File: src/rtl/pc_sequencer.sv
// Fetch-address register with jump/branch redirect, trap entry/return and double-fault halt.
// Optional macro PC_MISALIGN_TRAP_EN: a redirect to a non-word-aligned target traps with cause 0.
module pc_sequencer #(
   parameter int unsigned     XLEN         = 32,
   parameter logic [XLEN-1:0] RESET_VECTOR = '0,
   parameter logic [XLEN-1:0] TRAP_VECTOR  = XLEN'(32'h100)
) (
   input  logic            i_Clock,
   input  logic            i_Reset,
   input  logic            i_Stall,
   input  logic            i_Jump,
   input  logic            i_Branch,
   input  logic [2:0]      i_BranchType,
   input  logic [XLEN-1:0] i_BranchAddress,
   input  logic            i_AluZero,
   input  logic            i_AluLessThan,
   input  logic            i_AluLessThanUnsigned,
   input  logic            i_Trap,
   input  logic [3:0]      i_TrapCause,
   input  logic            i_TrapReturn,
   output logic [XLEN-1:0] o_InstructionPointer,
   output logic [XLEN-1:0] o_Epc,
   output logic [3:0]      o_TrapCause,
   output logic            o_InHandler,
   output logic            o_Halted,
   output logic            o_Redirect
);

   // state      | meaning
   // ST_RUN     | normal fetch
   // ST_HANDLER | executing trap handler; a further trap halts
   // ST_HALTED  | double fault, frozen until reset

   localparam logic [2:0] BRANCH_EQ  = 3'b000;
   localparam logic [2:0] BRANCH_NE  = 3'b001;
   localparam logic [2:0] BRANCH_LT  = 3'b100;
   localparam logic [2:0] BRANCH_GE  = 3'b101;
   localparam logic [2:0] BRANCH_LTU = 3'b110;
   localparam logic [2:0] BRANCH_GEU = 3'b111;

   typedef enum logic [1:0] {
      ST_RUN     = 2'd0,
      ST_HANDLER = 2'd1,
      ST_HALTED  = 2'd2
   } state_t;

   state_t          state_q;
   logic [XLEN-1:0] pc_q;
   logic [XLEN-1:0] epc_q;
   logic [3:0]      cause_q;
   logic            redirect_q;

   logic            branch_taken_d;
   logic            redirect_req_d;
   logic            misalign_d;
   logic            trap_req_d;
   logic [XLEN-1:0] target_d;
   logic [XLEN-1:0] pc_seq_d;

   always_comb begin
      branch_taken_d = 1'b0;
      if (i_Branch) begin
         case (i_BranchType)
            BRANCH_EQ:  branch_taken_d = i_AluZero;
            BRANCH_NE:  branch_taken_d = ~i_AluZero;
            BRANCH_LT:  branch_taken_d = i_AluLessThan;
            BRANCH_GE:  branch_taken_d = ~i_AluLessThan;
            BRANCH_LTU: branch_taken_d = i_AluLessThanUnsigned;
            BRANCH_GEU: branch_taken_d = ~i_AluLessThanUnsigned;
            default:    branch_taken_d = 1'b0;
         endcase
      end
   end

   assign redirect_req_d = i_Jump | branch_taken_d;

`ifdef PC_MISALIGN_TRAP_EN
   assign misalign_d = redirect_req_d & (i_BranchAddress[1:0] != 2'b00);
   assign target_d   = i_BranchAddress;
`else
   // Without the trap, low bits are simply dropped so fetch stays word aligned.
   assign misalign_d = 1'b0;
   assign target_d   = i_BranchAddress & ~XLEN'(3);
`endif

   assign trap_req_d = i_Trap | misalign_d;
   assign pc_seq_d   = pc_q + XLEN'(4);

   always_ff @(posedge i_Clock) begin
      if (i_Reset) begin
         state_q    <= ST_RUN;
         pc_q       <= RESET_VECTOR;
         epc_q      <= '0;
         cause_q    <= 4'd0;
         redirect_q <= 1'b0;
      end else begin
         case (state_q)
            ST_HALTED: begin
               redirect_q <= 1'b0;
            end
            default: begin
               if (trap_req_d) begin
                  if (state_q == ST_RUN) begin
                     epc_q      <= pc_q;
                     cause_q    <= i_Trap ? i_TrapCause : 4'd0;
                     pc_q       <= TRAP_VECTOR;
                     state_q    <= ST_HANDLER;
                     redirect_q <= 1'b1;
                  end else begin
                     state_q    <= ST_HALTED;
                     redirect_q <= 1'b0;
                  end
               end else if (i_Stall) begin
                  redirect_q <= 1'b0;
               end else if (i_TrapReturn && (state_q == ST_HANDLER)) begin
                  pc_q       <= epc_q;
                  state_q    <= ST_RUN;
                  redirect_q <= 1'b1;
               end else if (redirect_req_d) begin
                  pc_q       <= target_d;
                  redirect_q <= 1'b1;
               end else begin
                  pc_q       <= pc_seq_d;
                  redirect_q <= 1'b0;
               end
            end
         endcase
      end
   end

   assign o_InstructionPointer = pc_q;
   assign o_Epc                = epc_q;
   assign o_TrapCause          = cause_q;
   assign o_InHandler          = (state_q == ST_HANDLER);
   assign o_Halted             = (state_q == ST_HALTED);
   assign o_Redirect           = redirect_q;

endmodule

File: config.mk
export PLATFORM = sky130hd
export DESIGN_NAME = pc_sequencer
export DESIGN_NICKNAME = d
export VERILOG_FILES = /design/src/rtl/pc_sequencer.sv
export SDC_FILE = /design/constraint.sdc
export NUM_CORES = 1
export LEC_CHECK = 0
export BUFFER_PORTS_ARGS = -buffer_cell sky130_fd_sc_hd__clkbuf_2
export CORE_MARGIN = 5
export CORE_UTILIZATION = 44
export CTS_CLUSTER_DIAMETER = 60
export DETAILED_ROUTE_END_ITERATION = 10
export PLACE_DENSITY = 0.81
export SKIP_LAST_GASP = 1
export SLEW_MARGIN = 25
export SYNTH_ARGS = -nofsm -noshare
export SYNTH_HDL_FRONTEND = slang
export SYNTH_SLANG_ARGS = --single-unit
File: constraint.sdc
create_clock -name i_Clock -period 1.85 [get_ports i_Clock]
set_input_delay 0.4625 -clock i_Clock [delete_from_list [all_inputs] [get_ports i_Clock]]
set_output_delay 0.4625 -clock i_Clock [all_outputs]
set_load 0.1 [all_outputs]
==> metrics.cfg <==
[synthesis]
syn-num-nets = 530
syn_area_um2 = 3730
ys_ff_latch = 71
yosysSeqAreaShare_pct = 38.1
synth-main-ff-cell = dfxtp_1
synthArstFlopShare_pct = 0
synth_edf_count = 0
synthCells = 480
synth.distinct_cells = 59
yosys_warnings = 0
syn_area_per_cell_um2 = 7.77

[sta]
setup_violations = 0
worst_slew_pin_slew_ns = 0.556
slew_headroom_pct = 63.1
fin_skew_ns = 0.0158
rsz0062_at_grt = false
fmax_ghz = 0.553
post-route-period-util_pct = 97.7
period_needed_ns = 1.81
hold_ws_ns = 0.308
drv_slew = 0
finalHoldViolCount = 0

[worst_setup_path]
path_max_fanout = 6
path_class = flip-flop to output pin
required_ns = 1.39
slowest_stage = clkbuf_2
arrival_ns = 1.35
cp_top_family = buffers and inverters
cp-end-kind = output pin
cp_num_buf_inv = 2
crit_path_max_incr_delay_ns = 0.46
start_kind = flip-flop
path_cells = buf_4 > clkbuf_2

[power_and_ir_drop]
p_per_area_nw_per_um2 = 740
switching_share_pct = 37.5
vdd_drop_max_mv = 0.545
clock_power_share_pct = 30.8
seq_power_share_pct = 44.0
pwr-share-comb_pct = 25.2
p_leak_nw = 2.00
internal_power_mw = 2.32
switching_power_mw = 1.40

[cts]
cts_buffer_depth = 2
clk_pin_slew_worst_paths_ns = 0.09
cts_tree = done
cts-root-buf = clkbuf_8
cts_max_level = 3
clk_latency_ns = 0.37
cts_buffers = 9
cts_num_sinks = 71
cts_hold_buf = 0

[cells_and_area]
syn2layout_area_growth_pct = 34.9
finalNonFillerCells = 724
drive_gt1_share_pct = 36.7
nNetsFinal = 664
post-route-util_pct = 61.2
antenna_cells = 0

[global_route]
grt_pass1_wl_um = 19600
antenna_found_initial = 0
grt_usage_pct = 23.8
grt_max_degree = 35
grt_overflow = 0
grt_pass1_vias = 4004

[die]
rows = 33
die_h_um = 102
num_io_pins = 120
dieArea_um2 = 10400
initial_core_util_pct = 45.4
core_um2 = 8220
die_w_um = 102

[outcome]
status = complete, no violations

[worst_hold_path]
hold_path_class = input port to flip-flop

[placement]
dpl.cell_count = 708
hpwl_um = 9350
gp_congestion = 0.950
portBuffers = 117

[route]
drtAntennaViolNets = 0
wirelength_um = 12400
drt_iter0_drc = 259
via_per_inst = 5.77
vias = 4175
drc = 0
drt_pass1_iterations = 6
avgRoutedWirePerCell_um = 17.1

[flow_run]
max_cap_violations = 0

## power groups by stage
stage | sequential (mW) | combinational [mW] | clock, mW
after floorplan | 1.99 | 0.334 | 0
after CTS | 1.64 | 0.931 | 1.16
after global placement | 1.67 | 0.911 | 0
final | 1.64 | 0.937 | 1.14
after global routing | 1.65 | 0.987 | 1.21
after detailed placement | 1.67 | 0.925 | 0
## final timing paths
check	to	slack, ns	cells after the start	from
worst max-delay path	o_InstructionPointer[11]	0.04	2	o_InstructionPointer[11]
worst max register to register	o_InstructionPointer[21]	0.12	6	o_InstructionPointer[13]
worst min register to register	o_TrapCause[3]	0.46	2	o_TrapCause[3]
worst min-delay path	o_TrapCause[0]	0.31	3	i_TrapCause[0]
## per-layer routing
| metal | wire length, um | up-vias | share of wire, % | track usage (%) |
|---|---|---|---|---|
| li1 | - | 2006 | - | - |
| met2 | 5840 | 181 | 47 | 40.3 |
| met3 | 991 | 28 | 8.0 | 4.03 |
| met1 | 5170 | 1960 | 42 | 29.6 |
| met4 | 353 | 0 | 2.9 | 10.7 |
| met5 | 0 | - | 0 | 0 |
## what timing repair did
action	4_1_cts	5_1_grt
gates resized for setup	3	8
pin swaps	0	0
buffers inserted	0	0
endpoints found under the setup margin	1	7
## tightest hold or removal path, cell delays in order
cell      delay (ns)
clkbuf_2        0.08
nand2_1         0.05
a21oi_1         0.05
## sequential cells by signal, summed over array words and instances (netlist names)
signal and flops:
o_InstructionPointer 32, o_TrapCause 4, o_Epc 32, o_Redirect 1, state_q 2
## through the flow
step	area (um^2)	power (mW)	TNS (ns)	setup slack [ns]
floorplan	3940	2.33	-0.352	-0.156
global placement	4820	2.58	-3.56	-0.192
detailed placement	4820	2.60	-5.55	-0.265
CTS	5010	3.73	0	0.0225
global route	5030	3.85	0	0.00621
finish	5030	3.72	0	0.0423
## cell usage after synthesis (6+ instances only)
cell      count  area [um^2]
o22ai_1      10         62.6
xor2_1        7         61.3
nor2_1       17         63.8
mux2i_1      10          100
xnor2_1      12          105
nand4_1      13         81.3
nor4_1        6         37.5
a21oi_1      47          235
o21ai_0      16         80.1
nand3_1      17         85.1
buf_2        12         60.1
dfxtp_1      71         1420
a22oi_1      19          143
o21ai_1       7         35.0
nor3_1       10         50.1
nand2_1      94          353
clkbuf_1     27          101
and3_1        8         50.1
## area by class of cell
class | count | area, um^2
fill | 753 | 3190
multi-input combinational | 363 | 2190
sequential | 71 | 1510
timing repair buffer | 164 | 1000
tap | 105 | 131
clock buffer | 9 | 124
clock inverter | 7 | 55.1
inverter | 5 | 22.5
## cell usage in the layout, fill, tap and decap left out, drive strengths merged, types with 4 or more instances in the layout
cell | synthesis | layout
clkbuf | 28 | 124
nand2 | 94 | 94
dfxtp | 71 | 71
buf | 13 | 49
a21oi | 47 | 47
o21ai | 23 | 23
a22oi | 19 | 19
nor2 | 18 | 18
nand3 | 17 | 17
nand4 | 14 | 14
xnor2 | 12 | 12
o22ai | 10 | 10
mux2i | 10 | 10
nor3 | 10 | 10
and3 | 8 | 8
xor2 | 7 | 7
nor4 | 7 | 7
inv | 5 | 6
and4 | 6 | 6
o211ai | 5 | 5
o21bai | 5 | 5
and2 | 4 | 4
## cell families after synthesis
| group | share of synthesized area (%) |
|---|---|
| XOR/XNOR | 4.46 |
| adder cells (fa/ha/maj) | 0.336 |
| flip-flops | 38.1 |
| AND/OR/NAND/NOR | 24.8 |
| AO/OA/AOI/OAI | 24.2 |
| buffers and inverters | 5.07 |
| multiplexers | 2.99 |
(Power assumes the default switching activity.)
